`src/rtl/a4092_pkg.sv`:
```
// Shared A4092 types: local bus arbiter state encoding and default timing parameters.
package a4092_pkg;

  typedef enum logic [2:0] {
    ST_IDLE,
    ST_SLAVE,
    ST_ZREQ,
    ST_SGRANT,
    ST_MASTER,
    ST_TURN
  } arb_state_t;

  localparam int GRANT_TIMEOUT_DEF = 255;
  localparam int TURNAROUND_DEF    = 2;

endpackage

```
`src/rtl/sync2.sv`:
```
// Two-flop synchronizer for an active-low asynchronous input; resets to the negated level (1).
// Latency: two CLKI edges.
module sync2 (
  input  logic CLKI,
  input  logic IORST_n,
  input  logic d,
  output logic q
);

  logic s1_q, s2_q;

  always_ff @(posedge CLKI or negedge IORST_n) begin
    if (!IORST_n) begin
      s1_q <= 1'b1;
      s2_q <= 1'b1;
    end else begin
      s1_q <= d;
      s2_q <= s1_q;
    end
  end

  assign q = s2_q;

endmodule

```
`src/rtl/scsi_bus_arbiter.sv`:
```
// Local bus arbiter between host slave accesses and 53C710 DMA tenures on Zorro III.
// Outputs are registered from next state; Zorro grant reaches SCSI_BG_n three edges after first sampling.
module scsi_bus_arbiter
  import a4092_pkg::*;
#(
  parameter int GRANT_TIMEOUT = GRANT_TIMEOUT_DEF,
  parameter int TURNAROUND    = TURNAROUND_DEF
) (
  input  logic CLKI,
  input  logic IORST_n,
  input  logic SCSI_BR_n,
  input  logic SCSI_BGACK_n,
  output logic SCSI_BG_n,
  input  logic Z_BG_n,
  output logic Z_BR_n,
  input  logic slave_req,
  output logic slave_en,
  output logic MYBUS_n,
  output logic master_cycle,
  output logic grant_timeout
);

  localparam int TW = $clog2(GRANT_TIMEOUT + 1);
  localparam int CW = $clog2(TURNAROUND + 1);
  localparam logic [TW-1:0] TIMER_LAST = TW'(GRANT_TIMEOUT - 1);
  localparam logic [CW-1:0] TURN_LAST  = CW'(TURNAROUND - 1);

  arb_state_t      state_q, state_d;
  logic [TW-1:0]   timer_q, timer_d;
  logic [CW-1:0]   turn_q, turn_d;
  logic            scsi_bg_n_q, scsi_bg_n_d;
  logic            z_br_n_q, z_br_n_d;
  logic            mybus_n_q, mybus_n_d;
  logic            slave_en_q, slave_en_d;
  logic            master_cycle_q, master_cycle_d;
  logic            grant_timeout_q, grant_timeout_d;
  logic            z_bg_n_s;

  sync2 u_zbg_sync (
    .CLKI    (CLKI),
    .IORST_n (IORST_n),
    .d       (Z_BG_n),
    .q       (z_bg_n_s)
  );

  always_comb begin
    state_d         = state_q;
    timer_d         = timer_q;
    turn_d          = turn_q;
    grant_timeout_d = 1'b0;
    case (state_q)
      ST_IDLE: begin
        if (slave_req) begin
          state_d = ST_SLAVE;
        end else if (!SCSI_BR_n) begin
          state_d = ST_ZREQ;
          timer_d = '0;
        end
      end
      ST_SLAVE: begin
        if (!slave_req) begin
          state_d = ST_TURN;
          turn_d  = '0;
        end
      end
      ST_ZREQ: begin
        timer_d = timer_q + TW'(1);
        // Host access must win: it cannot finish while we hold the Zorro request.
        if (slave_req) begin
          state_d = ST_SLAVE;
        end else if (SCSI_BR_n) begin
          state_d = ST_IDLE;
        end else if (!z_bg_n_s) begin
          state_d = ST_SGRANT;
        end else if (timer_q == TIMER_LAST) begin
          state_d         = ST_TURN;
          turn_d          = '0;
          grant_timeout_d = 1'b1;
        end
      end
      ST_SGRANT: begin
        if (!SCSI_BGACK_n) begin
          state_d = ST_MASTER;
        end else if (SCSI_BR_n) begin
          state_d = ST_TURN;
          turn_d  = '0;
        end
      end
      ST_MASTER: begin
        if (SCSI_BGACK_n) begin
          state_d = ST_TURN;
          turn_d  = '0;
        end
      end
      ST_TURN: begin
        if (turn_q == TURN_LAST) begin
          state_d = ST_IDLE;
        end else begin
          turn_d = turn_q + CW'(1);
        end
      end
      default: state_d = ST_IDLE;
    endcase

    scsi_bg_n_d    = (state_d != ST_SGRANT);
    z_br_n_d       = (state_d != ST_ZREQ);
    mybus_n_d      = !((state_d == ST_SGRANT) || (state_d == ST_MASTER));
    slave_en_d     = (state_d == ST_SLAVE);
    master_cycle_d = (state_d == ST_MASTER);
  end

  always_ff @(posedge CLKI or negedge IORST_n) begin
    if (!IORST_n) begin
      state_q         <= ST_IDLE;
      timer_q         <= '0;
      turn_q          <= '0;
      scsi_bg_n_q     <= 1'b1;
      z_br_n_q        <= 1'b1;
      mybus_n_q       <= 1'b1;
      slave_en_q      <= 1'b0;
      master_cycle_q  <= 1'b0;
      grant_timeout_q <= 1'b0;
    end else begin
      state_q         <= state_d;
      timer_q         <= timer_d;
      turn_q          <= turn_d;
      scsi_bg_n_q     <= scsi_bg_n_d;
      z_br_n_q        <= z_br_n_d;
      mybus_n_q       <= mybus_n_d;
      slave_en_q      <= slave_en_d;
      master_cycle_q  <= master_cycle_d;
      grant_timeout_q <= grant_timeout_d;
    end
  end

  assign SCSI_BG_n     = scsi_bg_n_q;
  assign Z_BR_n        = z_br_n_q;
  assign MYBUS_n       = mybus_n_q;
  assign slave_en      = slave_en_q;
  assign master_cycle  = master_cycle_q;
  assign grant_timeout = grant_timeout_q;

endmodule

```
`config.mk`:
```
export PLATFORM = sky130hd
export DESIGN_NAME = scsi_bus_arbiter
export DESIGN_NICKNAME = d
export VERILOG_FILES = /design/src/rtl/a4092_pkg.sv /design/src/rtl/sync2.sv /design/src/rtl/scsi_bus_arbiter.sv
export SDC_FILE = /design/constraint.sdc
export NUM_CORES = 1
export LEC_CHECK = 0
export ABC_AREA = 0
export CORE_MARGIN = 10
export CORE_UTILIZATION = 50
export DETAILED_ROUTE_END_ITERATION = 10
export GPL_ROUTABILITY_DRIVEN = 0
export PLACE_DENSITY = 0.78
export SLEW_MARGIN = 5
export SYNTH_ARGS = -nofsm -noshare
export SYNTH_HDL_FRONTEND = slang
export SYNTH_SLANG_ARGS = --single-unit
export TNS_END_PERCENT = 5
```
`constraint.sdc`:
```
create_clock -name CLKI -period 2.4 [get_ports CLKI]
set_input_delay 0.48 -clock CLKI [delete_from_list [all_inputs] [get_ports CLKI]]
set_output_delay 0.48 -clock CLKI [all_outputs]
set_load 0.005 [all_outputs]
```
# Yosys cells after proc, flatten, opt, wreduce, memory -nomap -nowiden

Index checks and enable logic that the tools add are counted.

Bits of input ports: 6
Register bits after elaboration: 21
Output and inout port bits: 6
Word-level logic and storage cells: 73

Reductions and logical operators: 7
Multiplexer cells: 30
Equality and inequality tests: 23
Add/sub/neg operators: 2

Operators with widths:

| operator                                              | number |
|---|---|
| 2-to-1 mux 3 bit                                      | 11 |
| inequality test 2 bit, second input constant          | 10 |
| 2-to-1 mux 2 bit                                      | 9 |
| case mux 3 bit (6 select lines)                       | 1 |
| 2-to-1 mux 8 bit                                      | 2 |
| case mux 8 bit (2 select lines)                       | 1 |
| case mux 2 bit (5 select lines)                       | 1 |
| AND reduction 10 bit                                  | 1 |
| equality test 3 x 2 -> 1 bit, second input constant   | 3 |
| equality test 3 bit, second input constant            | 3 |
| adder 8 x 1 -> 8 bit, second input constant           | 1 |
| equality test 8 bit, second input constant            | 1 |
| equality test 3 x 1 -> 1 bit, second input constant   | 2 |
| inequality test 3 x 2 -> 1 bit, second input constant | 2 |
| 2-to-1 mux 1 bit                                      | 5 |
| nonzero test 5 bit                                    | 1 |
| logical NOT 3 bit                                     | 1 |
| AND reduction 3 bit                                   | 1 |
| adder 2 x 1 -> 2 bit, second input constant           | 1 |
| equality test 2 x 1 -> 1 bit, second input constant   | 1 |
| inequality test 2 x 1 -> 1 bit, second input constant | 1 |
| nonzero test 2 bit                                    | 1 |
| logical NOT 1 bit                                     | 1 |
| logical OR 1 bit                                      | 1 |

# Logic depth before layout (Yosys ltp)

Gate-level depths: netlist (run 1).

Word-level depth: 9
Mapped depth: 7
Depth with buffers taken out: 6

# Cells and area by module

Synthesis (run 1) repeated with hierarchy kept, for this count alone.

Cell total of the unflattened synthesis: 101
Area total of the unflattened synthesis: 1,062.3 um^2

By module, submodules not included:

| module           | instances | area each (um^2) | sequential area each (um^2) | cells each |
|---|---|---|---|---|
| scsi_bus_arbiter | 1         | 1,009.7          | 479.2                       | 99 |
| sync2            | 1         | 52.6             | 52.6                        | 2 |

# Worst setup path before layout (run 1)

OpenSTA, ideal clock, no wires.

Kind: in2reg
Start: input port SCSI_BR_n
End: register turn_q[1]
Path buffers: 0
Setup slack: 0.825 ns
Data arrival time: 1.437 ns
Setup time: 0.138 ns
Required time: 2.262 ns
Stages: 4
Path through: or3_4 -> or2_2 -> o211ai_1 -> o221ai_1

Longest elaborated chain between the ends: 2
Elaborated cells between the ends (all ways): 3
Those cells by class: eq/ne (2); reduce/logical (1)

RTL lines:

| item                               | RTL line                | RTL |
|---|---|---|
| start: declaration                 | scsi_bus_arbiter.sv:11  | `input logic SCSI_BR_n,` |
| inequality test 2 bit (no line)    | -                       |  |
| AND reduction 10 bit (no line) (*) | -                       |  |
| end signal: assignment             | scsi_bus_arbiter.sv:126 | `turn_q <= turn_d;` |
| end: declaration                   | scsi_bus_arbiter.sv:30  | `logic [CW-1:0] turn_q, turn_d;` |

Every way passes the cells marked *; elsewhere a longest branch is shown, timed or not.
A chain may end at the register's enable or synchronous reset.

# Worst setup path in the final report (run 1)

Ends and elaborated chain as after synthesis.

==> results of run 1 <==
-- metrics by stage --
stage                     util [%]  setup slack (ps)  area, um^2  hold WS (ps)  total power, mW
after floorplan                  -               825        1080           184            0.842
after global routing          62.1               436        1240           380             1.21
after detailed placement      60.7               229        1210           359            0.952
after CTS                     62.1               543        1240           386             1.12
final                         62.1               538        1240           375             1.11
after global placement        60.7               254        1210           346            0.939
-- layout by cell type (no fill, tap or decap), drive strengths merged, types with 2 or more instances in the layout --
master and instances:
buf 2, o211ai 3, dfrtp 16, a32o 2
ha 3, nand4 4, or3 5, nor2b 4
o21ai 11, nand3 4, inv 4, nand2 7
clkdlybuf4s50 11, dfstp 5, nand2b 4, clkbuf 3
nand3b 3, a21oi 4, nor3 4, nor2 6
-- cell type report --
type	instances	area [um^2]
fillers	172	759
flip-flops and latches	21	532
multi-input cells	78	509
repair buffers	13	125
well taps	27	33.8
clock buffers	3	22.5
inverters	4	15.0
clock inverters	1	5.00
-- logic make-up after synthesis --
| logic type | Yosys count |
|---|---|
| buffers and inverters | 8 |
| xor gates and xnor gates | 2 |
| DFF | 21 |
| muxes | 1 |
| and+or+nand+nor | 46 |
| adders and majority gates | 3 |
| AOI/OAI and AO/OA | 26 |
-- worst max-delay path, delay by kind of cell --
family | cells | cell delay (ps)
AND/OR/NAND/NOR | 3 | 950
AO/OA/AOI/OAI | 1 | 120
buffers and inverters | 1 | 470
-- routing by layer --
layer	track usage, %	routed length (um)	vias to the layer above
met5	0	0	-
met4	3.93	8	0
met3	4.35	150	2
met2	15.8	974	18
met1	12.2	903	393
li1	-	-	415
-- state kept, by name (all words and copies together) (netlist names) --
name / flops
slave_en: 1
turn_q: 2
timer_q: 8
u_zbg_sync.s1_q: 1
Z_BR_n: 1
MYBUS_n: 1
grant_timeout: 1
SCSI_BG_n: 1
master_cycle: 1
u_zbg_sync.q: 1
state_q: 3
-- power groups by stage --
stage | logic [mW] | clock network, mW | registers, mW
floorplan | 0.328 | 0 | 0.514
global placement | 0.378 | 0 | 0.560
detailed placement | 0.385 | 0 | 0.567
CTS | 0.388 | 0.174 | 0.559
global route | 0.444 | 0.186 | 0.580
finish | 0.388 | 0.165 | 0.561
-- how the worst max path moves through the flow --
stage | end | slack (ps) | cells after the start
floorplan | turn_q[1] | 830 | 4
global placement | turn_q[1] | 250 | 5
detailed placement | turn_q[1] | 230 | 5
CTS | turn_q[1] | 540 | 5
global route | turn_q[1] | 440 | 5
finish | turn_q[1] | 540 | 5
==> key figures, run 1 <==
Outcome
  • Status: finished clean

Floorplan
  • I/O Pins: 12
  • Die X: 66.5 um
  • Initial Util: 54.0%
  • Chip height: 66.5 um
  • DIE AREA: approximately 4400 um^2
  • Core Footprint: 2000 um^2
  • Std-Cell Rows: 16

Power and ir drop
  • Logic pwr share: 34.9%
  • VDD IR max: 608 uV
  • PD cells: 897 nW/um^2
  • Net switching power: 406 uW
  • Pint: around 710 uW
  • LEAKAGE: 0.508 nW
  • Switching Fraction: 36.4%
  • Sequential Power Share: 50.3%
  • Clock Power Share: between 10% and 20%

Synth
  • Synth Area in XOR/XNOR: between 1.5 and 2%
  • Syn. warnings: 0
  • Most common cell in the netlist: dfrtp_1
  • Mapped cell area: 1080 um^2
  • Post-Syn Instances: around 110
  • Seq cells post-synth: 21
  • Seq/Total Area, Yosys: 49.2%
  • Async SR Flop Fraction: 100%
  • Top FF cell, synth: dfrtp_1
  • Synthesized area per cell: 10.1 um^2
  • Syn nets: 116
  • Compound-cell area share of the yosys netlist: 15.6%
  • Simple-Gate Fraction of Synth Area: 25.5%
  • Mux contribution to synthesized area: 0.926%
  • Distinct cell type count after synthesis: 37
  • Yosys top cell area share: 37.0%
  • Fraction of the mapped netlist area in adder cells: 3.47%
  • Area leader, netlist: dfrtp_1
  • Synth area leaders: dfrtp_1 (37%), dfstp_2 (12%), o21ai_0 (4.6%)
  • Largest family of logic cells by synthesized area: simple AND/OR/NAND/NOR gates
  • Number of synthesized flops with an enable pin: 0
  • Top cells by count, synth: dfrtp_1 (16), o21ai_0 (10), nand2_1 (7)

Place
  • # placed instances: 143
  • Post-detail-place hpwl: roughly 1600 um
  • PortBufs: 11

Timing
  • Fin. max-slew vios: 0
  • Clock skew: around 1.3 ps
  • Setup violators final: 0
  • Fmax: 0.537 GHz
  • Tcrit/Tclk final: a little under 80%
  • Unrepaired setup endpoints after global routing: false
  • TNS Setup: 0 ps
  • Max_slew headroom: 65.9%
  • Slew @ Worst Pin: 505 ps
  • Fin crit period: 1860 ps
  • Final Hold Fails: 0

Critical path
  • Max stage delay on crit path: 470 ps
  • WS Path Type: input port to flop
  • Worst setup startpoint: SCSI_BR_n
  • Crit-path max FO: 5
  • Critical path required time: 2570 ps
  • Slowest-stage cell, CP: clkdlybuf4s50_1
  • Reg-to-Reg End: turn_q[1]
  • R2r setup slk: 630 ps
  • CP arrival: 2030 ps
  • FF-to-FF Start: state_q[2]
  • CP Cell Sequence: clkdlybuf4s50_1 > or3_4 > nor4_4 > nand2b_2 > o221ai_1
  • Critical Path Start Type: input port
  • Crit. End Element: flop
  • Worst-case reg-to-reg path depth: 4

Routing
  • Routed WL: 2040 um
  • Drt wl/cell: 13.9 um
  • Residual DRC: 0
  • DR vias: 828
  • DR pass1 iterations: 4
  • 1st-iter DRT viols: 32
  • Antenna viol nets, final: 0
  • DR vias/cell: approximately 5.6

CTS
  • Cts repair resizes: 0
  • CTS Sinks: 21
  • Number of setup buffers added after CTS: 0
  • Max Root-Sink Buffers: 2
  • Worst skew pair latency: 290 ps
  • Root Buffer: clkbuf_4
  • CTS tree: built
  • Clock transition at path regs: 110 ps
  • CTS H-tree lvls: 1
  • TritonCTS buffer count: 3
  • Hold-fix buffers, CTS: 0

Min path
  • Hold Path End: u_zbg_sync.q
  • Min-delay worst type: flop to flop
  • Hold path cells: 0
  • Hold Startpoint: u_zbg_sync.s1_q

GRT
  • Global-route wire length before repair: 3590 um
  • Overall global routing resource usage: approximately a tenth
  • Antenna violations before repair: 0
  • Vias in the first global route: 787
  • Largest net degree at the start of global routing: 22
  • GRT overflow: 0

Final layout
  • Nets: 130
  • Finished Layout Cells: 147
  • Area Growth Syn to Fin: 14.9%
  • Antenna cells: 0
  • Share of layout cells above drive strength 1: 14.2%

Job
  • MaxCap Viol Count: 0
(Power assumes the default switching activity.)
==> run 2, diff against run 1 <==
==> constraint.sdc (replaced) <==
create_clock -name CLKI -period 1.75 [get_ports CLKI]
set_input_delay 0.35 -clock CLKI [delete_from_list [all_inputs] [get_ports CLKI]]
set_output_delay 0.35 -clock CLKI [all_outputs]
set_load 0.005 [all_outputs]
==> run 2 against run 1 <==
  * Worst setup slack lost 500 ps
  * Cell area rose by 8.0%
  * Clock power rose by 38%
  * Core utilization rose by 4.9 points
  * Critical endpoint unchanged
  * Largest cell class unchanged
==> key figures, run 2 (synthesis results as in run 1) <==
Critical path
  • Critical Path Start Type: input port
  • Crit. End Element: flop
  • Crit-path max FO: 4
  • CP arrival: 1880 ps
  • WS Path Type: input port to flop
  • Critical path required time: around 1900 ps
  • Sum of buffers and inverters on the critical path: 1
  • Slowest-stage cell, CP: clkdlybuf4s50_1
  • CP Cell Sequence: clkdlybuf4s50_1 > or3_4 > or2_2 > o211ai_1 > o221ai_1
  • Delay-heaviest family, CP: simple AND/OR/NAND/NOR gates
  • Max stage delay on crit path: 460 ps

CTS
  • Clock transition at path regs: 120 ps
  • TritonCTS buffer count: 3
  • CTS Sinks: 21
  • Max Root-Sink Buffers: 2
  • Worst skew pair latency: 300 ps
  • CTS H-tree lvls: 1
  • Root Buffer: clkbuf_4
  • CTS tree: built

Timing
  • Post-route worst setup slack: 36.3 ps
  • Setup violators final: 0
  • Hold WS: roughly 360 ps
  • Fin. max-slew vios: 0
  • Fmax: 0.584 GHz
  • Unrepaired setup endpoints after global routing: false
  • Tcrit/Tclk final: 97.9%
  • Slew @ Worst Pin: 388 ps
  • Max_slew headroom: 74.0%
  • TNS Setup: 0 ps
  • Clock skew: about 4.7 ps
  • Final Hold Fails: 0
  • Fin crit period: between 1500 and 2000 ps

Final layout
  • Antenna cells: 0
  • Commonest non-fill, non-tap cell in the layout: dfrtp_1
  • Share of layout cells above drive strength 1: 22.7%
  • Most frequent cells in the layout: dfrtp_1 (15), buf_4 (14), o21ai_0 (10), clkdlybuf4s50_1 (10), nand2_1 (7)
  • Max FFs per register: 8
  • Top reg by flops: timer_q
  • Nets: 142
  • Largest regs: timer_q (8), state_q (3), turn_q (2)
  • Area Growth Syn to Fin: 24.1%
  • Finished Layout Cells: 159

Routing
  • Met2 wire length: about 1100 um
  • DR vias/cell: 5.46
  • Met3 Routed Length: roughly 130 um
  • Residual DRC: 0
  • Met1 wire length: 971 um
  • Max layer used: met4
  • 1st-iter DRT viols: 27
  • Antenna viol nets, final: 0
  • Routed WL: 2240 um
  • DR pass1 iterations: 5
  • Drt wl/cell: 14.1 um
  • DR vias: 868

Job
  • MaxCap Viol Count: 0

Power and ir drop
  • Pint: around 1.0 mW
  • VDD IR max: 928 uV
  • Power, Total: 1.62 mW
  • Net switching power: 587 uW
  • PD cells: about 1200 nW/um^2
  • Switching Fraction: 36.1%
  • Clock Power Share: 14.1%
  • LEAKAGE: 0.567 nW
  • Sequential Power Share: 45.3%
  • Logic pwr share: 40.6%

Place
  • # placed instances: 152
  • PortBufs: 11
  • Dpl ws: -249 ps
  • Post-detail-place hpwl: 1670 um

Floorplan
  • Die X: 66.5 um
  • I/O Pins: 12
  • Std-Cell Rows: 16
  • Initial Util: a little over half
  • Core Footprint: ~2000 um^2
  • DIE AREA: 4420 um^2
  • Chip height: 66.5 um

GRT
  • Antenna violations before repair: 0
  • Largest net degree at the start of global routing: 22
  • Vias in the first global route: 852
  • Overall global routing resource usage: between 10 and 15%
  • Global-route wire length before repair: around 3800 um
  • GRT overflow: 0

Min path
  • Min-delay worst type: flop to flop

Outcome
  • Status: finished clean
==> run 2: cell types whose count changed in the layout (fill, tap and decap cells not counted), sizes merged <==
cell / delta
dlymetal6s2s: +1
clkdlybuf4s50: -1
buf: +12
==> run 2: final cells by class <==
| type | count | area (um^2) |
|---|---|---|
| Fill cell | 170 | 661 |
| Sequential cell | 21 | 533 |
| Multi-Input combinational cell | 78 | 514 |
| Timing Repair Buffer | 25 | 218 |
| Tap cell | 27 | 33.8 |
| Clock buffer | 3 | 22.5 |
| Inverter | 4 | 15.0 |
| Clock inverter | 1 | 5.00 |
==> run 2: routing by layer <==
metal	track usage (%)	vias up
li1	-	436
met1	11.8	416
met2	18.1	14
met3	4.35	2
met4	3.93	0
met5	0	-
==> run 2: power groups by stage <==
stage | registers, mW | clock network [mW] | logic [mW]
final | 0.735 | 0.228 | 0.660
after global routing | 0.752 | 0.264 | 0.745
after CTS | 0.738 | 0.240 | 0.628
after detailed placement | 0.747 | 0 | 0.622
after global placement | 0.738 | 0 | 0.597
after floorplan | 0.704 | 0 | 0.450
==> run 2: per-stage QoR <==
step	util [%]	cell area, um^2
global route	67.0	1340
floorplan	-	1080
CTS	65.4	1310
global placement	64.1	1280
finish	67.0	1340
detailed placement	64.1	1280
==> run 2: worst paths after layout <==
check	slack (ps)	startpoint	to	cells past startpoint
min	360	u_zbg_sync.s1_q	u_zbg_sync.q	0
max in group asynchronous	1100	IORST_n	Z_BR_n	2
min reg2reg	360	u_zbg_sync.s1_q	u_zbg_sync.q	0
max	40	slave_req	turn_q[1]	5
max reg2reg	100	state_q[0]	turn_q[1]	4
min in group asynchronous	380	IORST_n	slave_en	2
==> run 2: worst register-to-register path: cells and delay by family, from the launching register on <==
kind / cells / cell delay (ps)
and+or+nand+nor: 2 / 630
DFF: 1 / 530
AOI/OAI and AO/OA: 2 / 370
==> run 2: timing repair <==
item                                    4_1_cts  5_1_grt
endpoints found under the setup margin        0        2
hold buffers                                  0        0
setup buffers                                 0        3
gates resized for setup                       0        3
==> run 3, diff against run 2 <==
--- a/config.mk
+++ b/config.mk
@@ -6,7 +6,7 @@
 export NUM_CORES = 1
 export LEC_CHECK = 0
 export ABC_AREA = 0
-export CORE_MARGIN = 10
+export CORE_MARGIN = 2
 export CORE_UTILIZATION = 50
 export DETAILED_ROUTE_END_ITERATION = 10
 export GPL_ROUTABILITY_DRIVEN = 0
==> run 3 against run 2 <==
  * Maximum frequency is 2.7% higher
  * Clock skew fell by 3.2 ps
  * Die area fell by 42%
  * Non-clock buffer count down 4
  * Final cell count fell by 2.5%
  * Sequential share of layout area rose by 0.97 points
  * Sequential power grew 1%
  * Largest cell class unchanged
  * Highest routed layer is now met3
  * Register-to-register slack about the same
  * Critical endpoint is now SCSI_BG_n
  * Wire length shrank 7.9%
  * Count of clock-buffer cells in the layout unchanged
  * Worst hold slack improved by 2.0 ps
==> key figures, run 3 (synthesis results as in run 1) <==
Timing
  • Setup violators final: 0
  • Max_slew headroom: 70.4%
  • Post-route worst setup slack: 81.9 ps
  • Fmax: 0.599 GHz
  • Slew @ Worst Pin: 441 ps
  • Final Hold Fails: 0
  • Fin crit period: 1670 ps
  • Fin. max-slew vios: 0
  • Clock skew: 1.44 ps
  • Tcrit/Tclk final: 95.3%
  • Unrepaired setup endpoints after global routing: false

Routing
  • 1st-iter DRT viols: 11
  • Residual DRC: 0
  • Routed WL: 2070 um
  • DR vias: 878
  • DR pass1 iterations: 4
  • Drt wl/cell: 13.3 um
  • Antenna viol nets, final: 0
  • DR vias/cell: 5.66

Critical path
  • CP arrival: between 1000 and 1500 ps
  • Crit-path max FO: 1
  • FF-to-FF Start: timer_q[0]
  • WS Path Type: flop to output port
  • Worst setup startpoint: SCSI_BG_n
  • Slowest-stage cell, CP: dfstp_2
  • Crit. End Element: output port
  • Max stage delay on crit path: 530 ps
  • Critical path required time: 1400 ps
  • Delay-heaviest family, CP: flip-flops
  • CP Cell Sequence: clkdlybuf4s50_1
  • R2r setup slk: 100 ps
  • Critical Path Start Type: flop
  • Sum of buffers and inverters on the critical path: 1

CTS
  • CTS tree: built
  • Clock transition at path regs: ~100 ps
  • Max Root-Sink Buffers: 2
  • Worst skew pair latency: between 200 and 300 ps
  • TritonCTS buffer count: 3
  • CTS H-tree lvls: 1
  • Root Buffer: clkbuf_4
  • Hold-fix buffers, CTS: 0
  • CTS Sinks: 21

Floorplan
  • Die X: between 50 and 60 um
  • Std-Cell Rows: 16
  • Initial Util: 54.0%
  • Chip height: 50.5 um
  • I/O Pins: 12
  • DIE AREA: 2550 um^2
  • Core Footprint: 2000 um^2

Place
  • # placed instances: 151
  • Dpl ws: -226 ps
  • Post-placement cell area: 1270 um^2
  • Post-detail-place hpwl: 1580 um
  • PortBufs: 11

Power and ir drop
  • Power, Total: 1.57 mW
  • LEAKAGE: 0.550 nW
  • PD cells: 1200 nW/um^2
  • VDD IR max: 924 uV

Final layout
  • Max FFs per register: 8
  • Post-route core utilization: 65.3%
  • Top reg by flops: timer_q
  • Antenna cells: 0
  • Nets: around 140
  • Share of layout cells above drive strength 1: 20.3%
  • Most frequent cells in the layout: dfrtp_1 (16), clkdlybuf4s50_1 (11), o21ai_0 (10), buf_4 (10), nand2_1 (7)
  • Commonest non-fill, non-tap cell in the layout: dfrtp_1
  • Finished Layout Cells: 155
  • Largest regs: timer_q (8), state_q (3), turn_q (2)
  • Area Growth Syn to Fin: 20.8%
  • Post-Layout Inst Area: 1310 um^2

GRT
  • Largest net degree at the start of global routing: 22
  • GRT overflow: 0
  • Vias in the first global route: roughly 870
  • Global-route wire length before repair: between 3000 and 4000 um
  • Antenna violations before repair: 0
  • Overall global routing resource usage: a little under a fifth

Outcome
  • Status: finished clean

Min path
  • Hold Startpoint: u_zbg_sync.s1_q
  • Min-delay worst type: flop to flop

Job
  • MaxCap Viol Count: 0
[run 3: per-stage QoR]
stage,TNS (ps),hold WS (ps)
2_1_floorplan,0,54.4
3_3_place_gp,-1690,347
3_5_place_dp,-2140,352
4_1_cts,0,368
5_1_grt,0,373
6_report,0,365
[run 3: routing by layer]
layer  vias to the layer above  routed length [um]  GRT usage (%)
met5                         -                   0              0
met4                         0                   0           1.35
met3                         0                  96           4.76
met2                        22                1070           34.0
met1                       427                 899           23.9
li1                        429                   -              -
[run 3: worst paths after layout]
kind,to,cells past startpoint
worst max-delay path,SCSI_BG_n,1
worst min-delay path,u_zbg_sync.q,0
worst max register to register,master_cycle,6
worst min register to register,u_zbg_sync.q,0
max in group asynchronous,u_zbg_sync.s1_q,2
min in group asynchronous,slave_en,2
[run 3: final cells by class]
class	count	area, um^2
inverter	4	15.0
timing repair buffer	21	185
clock buffer	3	22.5
clock inverter	1	5.00
fill	159	696
tap	27	33.8
sequential	21	532
multi-input combinational	78	513
[run 3: what timing repair did]
item / 4_1_cts / 5_1_grt
gates resized for setup: 0 / 1
buffers inserted: 0 / 0
endpoints found under the setup margin: 0 / 2
[run 3: power breakdown]
part,switching (mW),internal [mW]
sequential,0.125,0.618
combinational,0.302,0.307
clock,0.133,0.0851
total,0.561,1.01
